## config.mk

```make
export PLATFORM = sky130hd
export DESIGN_NAME = bev_fb_arbiter
export DESIGN_NICKNAME = d
export VERILOG_FILES = /design/src/rtl/bev_fb_pkg.sv /design/src/rtl/bev_fb_wr_fifo.sv /design/src/rtl/bev_fb_arbiter.sv
export SDC_FILE = /design/constraint.sdc
export NUM_CORES = 1
export LEC_CHECK = 0
export CORE_MARGIN = 8
export CORE_UTILIZATION = 51
export CTS_CLUSTER_SIZE = 30
export DETAILED_ROUTE_END_ITERATION = 10
export PLACE_DENSITY = 0.84
export SETUP_SLACK_MARGIN = 0.05
export SYNTH_ARGS = -nofsm -noshare
export SYNTH_HDL_FRONTEND = slang
export SYNTH_HIERARCHICAL = 1
export SYNTH_SLANG_ARGS = --single-unit
```

## constraint.sdc

```tcl
create_clock -name clk -period 3.7 [get_ports clk]
set_input_delay 0.74 -clock clk [delete_from_list [all_inputs] [get_ports clk]]
set_output_delay 0.74 -clock clk [all_outputs]
set_load 0.05 [all_outputs]
```

## src/rtl/bev_fb_pkg.sv

```systemverilog
// Shared types and framebuffer geometry for the BEV framebuffer arbiter.
package bev_fb_pkg;

  typedef enum logic [1:0] {
    RENDER    = 2'd0,
    DRAIN     = 2'd1,
    WAIT_SWAP = 2'd2
  } fb_arb_state_t;

  localparam int FB_W      = 160;
  localparam int FB_H      = 120;
  localparam int FB_SCALE  = 4;
  localparam int FB_ADDR_W = 15;

endpackage

```

## src/rtl/bev_fb_wr_fifo.sv

```systemverilog
// Synchronous FIFO of renderer writes {addr, data}; push and pop may share a cycle,
// and a pop frees the slot for a push even when full.
module bev_fb_wr_fifo #(
  parameter int AW    = 15,
  parameter int DW    = 8,
  parameter int DEPTH = 4
) (
  input  logic                       clk,
  input  logic                       reset,
  input  logic                       push,
  input  logic [AW-1:0]              push_addr,
  input  logic [DW-1:0]              push_data,
  input  logic                       pop,
  output logic                       full,
  output logic                       empty,
  output logic [$clog2(DEPTH):0]     count,
  output logic [AW-1:0]              head_addr,
  output logic [DW-1:0]              head_data
);

  localparam int PW = $clog2(DEPTH);

  logic [AW+DW-1:0] mem [DEPTH];
  logic [PW-1:0]    wr_ptr, rd_ptr;
  logic [PW:0]      cnt;
  logic             do_push, do_pop;

  assign do_pop  = pop && (cnt != '0);
  assign do_push = push && ((cnt != (PW+1)'(DEPTH)) || do_pop);

  always_ff @(posedge clk or posedge reset) begin
    if (reset) begin
      wr_ptr <= '0;
      rd_ptr <= '0;
      cnt    <= '0;
    end else begin
      if (do_push) wr_ptr <= wr_ptr + PW'(1);
      if (do_pop)  rd_ptr <= rd_ptr + PW'(1);
      cnt <= cnt + (PW+1)'(do_push) - (PW+1)'(do_pop);
    end
  end

  always_ff @(posedge clk) begin
    if (do_push) mem[wr_ptr] <= {push_addr, push_data};
  end

  assign full      = (cnt == (PW+1)'(DEPTH));
  assign empty     = (cnt == '0);
  assign count     = cnt;
  assign head_addr = mem[rd_ptr][AW+DW-1:DW];
  assign head_data = mem[rd_ptr][DW-1:0];

endmodule

```

## src/rtl/bev_fb_arbiter.sv

```systemverilog
// Single-port framebuffer arbiter: scanout reads win, renderer writes drain in idle cycles,
// front/back banks swap only at frame_start. Optional counters under BEV_FB_STATS_EN.
module bev_fb_arbiter
  import bev_fb_pkg::*;
#(
  parameter int ADDR_W     = 15,
  parameter int DATA_W     = 8,
  parameter int FIFO_DEPTH = 4,
  parameter int RD_LAT     = 1
) (
  input  logic              clk,
  input  logic              reset,
  input  logic              frame_start,
  input  logic              disp_req,
  input  logic [ADDR_W-1:0] disp_addr,
  output logic              disp_valid,
  output logic [DATA_W-1:0] disp_data,
  input  logic              wr_valid,
  output logic              wr_ready,
  input  logic [ADDR_W-1:0] wr_addr,
  input  logic [DATA_W-1:0] wr_data,
  input  logic              wr_frame_done,
  output logic              mem_en,
  output logic              mem_we,
  output logic [ADDR_W:0]   mem_addr,
  output logic [DATA_W-1:0] mem_wdata,
  input  logic [DATA_W-1:0] mem_rdata,
  output logic              front_bank,
`ifdef BEV_FB_STATS_EN
  output logic [15:0]       stall_count,
  output logic [7:0]        late_swap_count,
`endif
  output logic              swap_pending
);

  localparam int CW = $clog2(FIFO_DEPTH) + 1;

  fb_arb_state_t     state;
  logic              fifo_full, fifo_empty, push, pop, empty_next;
  logic [CW-1:0]     fifo_cnt;
  logic [ADDR_W-1:0] head_addr;
  logic [DATA_W-1:0] head_data;
  logic [RD_LAT-1:0] vld_sr;

  assign wr_ready   = !fifo_full && (state == RENDER);
  assign push       = wr_valid && wr_ready;
  assign pop        = !disp_req && !fifo_empty;
  assign empty_next = ((fifo_cnt + CW'(push) - CW'(pop)) == '0);

  bev_fb_wr_fifo #(.AW(ADDR_W), .DW(DATA_W), .DEPTH(FIFO_DEPTH)) u_wr_fifo (
    .clk       (clk),
    .reset     (reset),
    .push      (push),
    .push_addr (wr_addr),
    .push_data (wr_data),
    .pop       (pop),
    .full      (fifo_full),
    .empty     (fifo_empty),
    .count     (fifo_cnt),
    .head_addr (head_addr),
    .head_data (head_data)
  );

  // Scanout owns the port outright; queued writes go to the back bank.
  always_comb begin
    mem_en    = 1'b0;
    mem_we    = 1'b0;
    mem_addr  = '0;
    mem_wdata = head_data;
    if (disp_req) begin
      mem_en   = 1'b1;
      mem_addr = {front_bank, disp_addr};
    end else if (!fifo_empty) begin
      mem_en   = 1'b1;
      mem_we   = 1'b1;
      mem_addr = {~front_bank, head_addr};
    end
  end

  always_ff @(posedge clk or posedge reset) begin
    if (reset) begin
      vld_sr <= '0;
    end else begin
      vld_sr[0] <= disp_req;
      for (int i = 1; i < RD_LAT; i++) vld_sr[i] <= vld_sr[i-1];
    end
  end

  assign disp_valid = vld_sr[RD_LAT-1];
  assign disp_data  = mem_rdata;

  always_ff @(posedge clk or posedge reset) begin
    if (reset) begin
      state      <= RENDER;
      front_bank <= 1'b0;
    end else begin
      case (state)
        RENDER:    if (wr_frame_done) state <= empty_next ? WAIT_SWAP : DRAIN;
        DRAIN:     if (empty_next) state <= WAIT_SWAP;
        WAIT_SWAP: if (frame_start) begin
                     front_bank <= ~front_bank;
                     state      <= RENDER;
                   end
        default:   state <= RENDER;
      endcase
    end
  end

  assign swap_pending = (state != RENDER);

`ifdef BEV_FB_STATS_EN
  always_ff @(posedge clk or posedge reset) begin
    if (reset) begin
      stall_count     <= '0;
      late_swap_count <= '0;
    end else begin
      if (wr_valid && !wr_ready && (stall_count != 16'hFFFF))
        stall_count <= stall_count + 16'd1;
      if (frame_start && (state == DRAIN) && (late_swap_count != 8'hFF))
        late_swap_count <= late_swap_count + 8'd1;
    end
  end
`endif

endmodule

```

Word level (Yosys, flattened, before mapping). Memory sizes are Yosys's and may differ from the RTL's. Cells that the tools add are included.

Add/subtract/negate cells: 6. Multipliers: 0. Divide/modulo/power cells: 0. $lt $le $gt $ge: 0. Equality and inequality tests: 7. Shifts and indexed selects: 0. Muxes and demuxes: 12. Bitwise operators: 1. Reductions and logical operators: 16.

Operators by type and width (number): 16-bit two-way mux (2); 2-bit two-way mux (4); 3-bit by 1-bit adder with 3-bit output (2); 3-bit logical NOT (2); 2-bit inequality test, second input constant (3); 2-bit one-hot mux with 3 select lines (1); 3-bit by 1-bit subtractor with 3-bit output (2); 1-bit logical AND (5); 1-bit two-way mux (5); 2-bit by 1-bit adder with 2-bit output, second input constant (2); 3-bit equality test, second input constant (1); 1-bit logical NOT (3); 3-bit inequality test, second input constant (1); 3-bit AND reduction (1); 3-bit nonzero test (1); 2-bit by 1-bit equality test with 1-bit output, second input constant (1); 2-bit equality test, second input constant (1); 2-bit logical NOT (1); 2-bit AND reduction (1); 2-bit nonzero test (1); 1-bit logical OR (1); 1-bit NOT (1).

Flip-flop bits (word level): 11. Latch bits: 0. Bits in writable memories: 92. Memory bits (read-only): 0. Word-level logic and storage cells: 49. Memories kept: 1.

Memory list: u_wr_fifo.mem (words 4, width 23, rd ports 1, clocked after memory_dff 0, write ports 1, line bev_fb_wr_fifo.sv:23) `logic [AW+DW-1:0] mem [DEPTH];`.

Depth between registers and ports, before layout.
Depth in word-level cells: 10. Depth in mapped cells: 11. Gate-level depth less buffers: 10.

By module. The synthesis kept the hierarchy.

Modules (own cells, without submodules): bev_fb_wr_fifo (times used 1, cells an instance 158, area each 3772.4 µm², sequential area each 2937.8 µm²); bev_fb_arbiter (times used 1, cells an instance 54, area each 506.7 µm², sequential area each 100.1 µm²).

Worst setup path before layout. No wires, ideal clock.

Path type: register -> register. Start: reg u_wr_fifo.cnt[2] (netlist: u_wr_fifo/count[2]). End: reg u_wr_fifo.cnt[2] (netlist: u_wr_fifo/count[2]). Setup time: 0.132 ns. Data arrival time: 3.165 ns. Data required time: 3.568 ns. Path slack: 0.403 ns. Cell stages (with the launch flop): 11. Cells stage by stage: dfrtp_1 nor3b_4 nor3_1 and2_1 a21boi_4 a21o_2 ha_1 inv_1 fa_1 xnor2_1 xnor2_1.

Elaborated cells on any way between the ends: 14. Those cells by class: add/sub: 2; eq/ne: 2; reduce/logical: 10.

RTL lines: start, declared (line bev_fb_wr_fifo.sv:25) `logic [PW:0] cnt;`; start signal, assigned (line bev_fb_wr_fifo.sv:39) `cnt <= cnt + (PW+1)'(do_push) - (PW+1)'(do_pop);`; 3-bit equality test (line bev_fb_wr_fifo.sv:47) `assign full = (cnt == (PW+1)'(DEPTH));`; via fifo_full (line bev_fb_arbiter.sv:39) `logic fifo_full, fifo_empty, push, pop, empty_next;`; 1-bit logical NOT (line bev_fb_arbiter.sv:45) `assign wr_ready = !fifo_full && (state == RENDER);`; 1-bit logical AND (line bev_fb_arbiter.sv:45); via wr_ready (line bev_fb_arbiter.sv:19) `output logic wr_ready,`; 1-bit logical AND (line bev_fb_arbiter.sv:46) `assign push = wr_valid && wr_ready;`; via push (line bev_fb_arbiter.sv:39); 1-bit logical AND (line bev_fb_wr_fifo.sv:29) `assign do_push = push && ((cnt != (PW+1)'(DEPTH)) || do_pop);`; 3-bit by 1-bit adder with 3-bit output (line bev_fb_wr_fifo.sv:39); 3-bit by 1-bit subtractor with 3-bit output (line bev_fb_wr_fifo.sv:39).

The timed path passes the listed nets, and every way through them passes these cells. A chain may end at the register's enable or synchronous reset.

Worst setup path after layout.
Start: reg u_wr_fifo.rd_ptr[0]. End: out mem_wdata[3].

Cells in the longest elaborated chain, start to end: 1.

Ends and longest elaborated chain: start, declared (line bev_fb_wr_fifo.sv:24) `logic [PW-1:0] wr_ptr, rd_ptr;`; start signal, assigned (line bev_fb_wr_fifo.sv:38) `if (do_pop) rd_ptr <= rd_ptr + PW'(1);`; memory read 4 x 23 bit; end, declared (line bev_fb_arbiter.sv:26) `output logic [DATA_W-1:0] mem_wdata,`.

No other way between the ends.

==> results.py <==
metrics = {
    "power_and_ir_drop": {
        "seqPwrFrac": 0.395,
        "powerDensity_mw_per_mm2": 751,
        "swShare": 0.370,
        "peakVddDrop_v": 0.000492,
        "finalPower_mw": 4.06,
        "p_leak_nw": 1.90,
        "combinationalPowerShare": 0.448,
        "switchingPower_mw": 1.50,
        "clockPowerShare": 0.157,
        "internal_power_mw": 2.55,
    },
    "global_route": {
        "top_usage_layer": "met2",
        "grt_pass1_vias": 2385,
        "grt.met1_usage": 0.182,
        "antenna_found_initial": 0,
        "grt_max_degree": 24,
        "overflow": 0,
        "use_met3": 0.0533,
        "grt_pass1_wl_um": 12900,
        "grtUsageTotal": 0.147,
        "met2_usage": 0.235,
    },
    "yosys": {
        "syn_area_mm2": 0.00428,
        "yosysTopAreaCell": "edfxtp_1",
        "syn-mean-instance-area_um2": 20.2,
        "synth_seq_area_share": 0.710,
        "synth-edff-count": 92,
        "synth.area.top_cells": "edfxtp_1 (65%), mux4_2 (12%), dfrtp_1 (6.4%)",
        "async_reset_ff_frac": 0.107,
        "yosys_warnings": 6,
        "syn-instance-count": 212,
        "ys_types": 33,
        "syn_nets": 273,
        "synth_top_flop_cell": "edfxtp_1",
        "ys_ff_latch": 103,
        "synthDominantCellAreaShare": 0.646,
    },
    "place": {
        "gp_congestion": 0.747,
        "dp_hpwl_um": 5650,
        "place_area_mm2": 0.00523,
        "io_buffers": 73,
    },
    "status": {
        "status": "finished clean",
    },
    "floorplanning": {
        "rows": 33,
        "die_h_um": 108,
        "io_pins": 90,
        "core-area_mm2": 0.00818,
        "dieArea_mm2": 0.0116,
        "start_util": 0.523,
        "die_w_um": 108,
    },
    "sta": {
        "min_period_ps": 3170,
        "rsz0062_at_grt": "no",
        "finalSetupTns_ps": 0,
        "skew_ps": 10.1,
        "tightest_slew_ps": 656,
        "setup_viol_count_final": 0,
        "drv_slew": 0,
        "fmax_mhz": 316,
        "slew-limit-headroom": 0.562,
        "hold_viol_final": 0,
        "period_share": 0.856,
    },
    "route": {
        "routedWlPerCell_um": 20.6,
        "vias_per_cell": 5.48,
        "finalWirelength_um": 8140,
        "post-route-drc-count": 0,
        "first_iter_violations": 131,
        "ant_nets": 0,
        "firstDrtPassIters": 4,
        "via_count": 2166,
    },
    "clocking": {
        "clk_path_buf_depth": 2,
        "cts.sinks": 103,
        "clk_pin_slew_worst_paths_ps": 90,
        "insertion_delay_ps": 360,
        "ctsHoldBuffers": 0,
        "cts_max_level": 3,
        "cts_tree": "done",
        "cts.repair.resized": 0,
        "post_cts_buffers": 0,
        "cts_root_buffer": "clkbuf_8",
        "numCtsBuffers": 9,
    },
    "finish": {
        "register_area_mm2": 0.00304,
        "multi_input_area_mm2": 0.00107,
        "most-common-layout-cells": "edfxtp_1 (92), clkdlybuf4s50_1 (55), mux4_2 (23)",
        "fillers": 548,
        "area_growth_syn_to_layout_pct": 26.3,
        "num_antenna_cells": 0,
        "final_net_count": 346,
        "design_area_mm2": 0.00541,
        "final_common_cell": "edfxtp_1",
        "final_core_util": 0.661,
        "drive_gt1_frac": 0.262,
    },
    "worst_setup_path": {
        "critical_path_class": "register to output port",
        "cp_data_required_time_ps": 2960,
        "cp_max_fo": 17,
        "worstSetupEndpointType": "output port",
        "crit_arrival_ps": 2430,
        "critPathLaunchType": "register",
    },
    "run": {
        "drv_cap": 0,
    },
    "min_path": {
        "min_path_type": "register to register",
    },
}
-- sequential cells by signal, summed over array words and instances (netlist names) --
| signal | cells |
|---|---|
| disp_valid | 1 |
| u_wr_fifo/wr_ptr | 2 |
| u_wr_fifo/rd_ptr | 2 |
| front_bank | 1 |
| u_wr_fifo/mem | 92 |
| state | 2 |
| u_wr_fifo/count | 3 |
-- worst max-delay path, cell delays in order, from the launching register on --
cell and delay [ps]:
dfrtp_2 740, mux4_2 600, clkdlybuf4s50_1 720
-- synth_stat cells, types with 2 or more instances --
cell and number:
a22o_1 14, and2_1 2, and2_2 3, buf_2 5, buf_4 8, buf_6 4
dfrtp_1 11, edfxtp_1 92, fa_1 2, ha_1 7, inv_1 12, mux4_2 23
nand2b_1 2, nor2_1 3, nor3_1 2, xnor2_1 5
-- through the flow --
step | setup slack (ps) | hold slack (ps) | instances
2_1_floorplan | 403 | 506 | 212
3_3_place_gp | 793 | 499 | 379
3_5_place_dp | 726 | 510 | 379
4_1_cts | 474 | 528 | 395
5_1_grt | 405 | 557 | 395
6_report | 533 | 525 | 395
-- area by class of cell --
cell class,count,share of cell area
timing repair buffer,79,0.175
clock inverter,7,0.0104
sequential,103,0.562
multi-input combinational,80,0.197
inverter,12,0.00833
tap,105,0.0243
clock buffer,9,0.0229
-- worst paths after layout --
kind                                      from             endpoint  slack, ps  cells after the start
max                        u_wr_fifo/rd_ptr[0]         mem_wdata[3]        530                      2
min                                 front_bank           front_bank        530                      1
max reg2reg                 u_wr_fifo/count[1]             state[1]        990                      8
min reg2reg                         front_bank           front_bank        530                      1
max in group asynchronous                reset  u_wr_fifo/rd_ptr[0]       2790                      2
min in group asynchronous                reset           front_bank        620                      2
-- power by group through the flow --
| stage | combinational [mW] | sequential (mW) | clock, mW |
|---|---|---|---|
| global placement | 1.80 | 1.62 | 0 |
| global route | 1.92 | 1.63 | 0.698 |
| finish | 1.82 | 1.60 | 0.635 |
| floorplan | 1.30 | 1.55 | 0 |
| CTS | 1.84 | 1.61 | 0.651 |
| detailed placement | 1.83 | 1.64 | 0 |
-- cells by family after synthesis --
group                      after synthesis  synth area share
AOI/OAI and AO/OA                       21            0.0453
xor gates and xnor gates                 7            0.0178
adders and majority gates                9            0.0298
buffers and inverters                   29            0.0409
DFF                                    103             0.710
muxes                                   25             0.127
and+or+nand+nor                         18            0.0289
-- routing by layer --
metal / up-vias / part of all wire
met3: 12 / 0.083
met5: - / 0
met4: 0 / 0.013
li1: 974 / -
met1: 1103 / 0.42
met2: 77 / 0.48
Power figures use the tool's default switching activity.
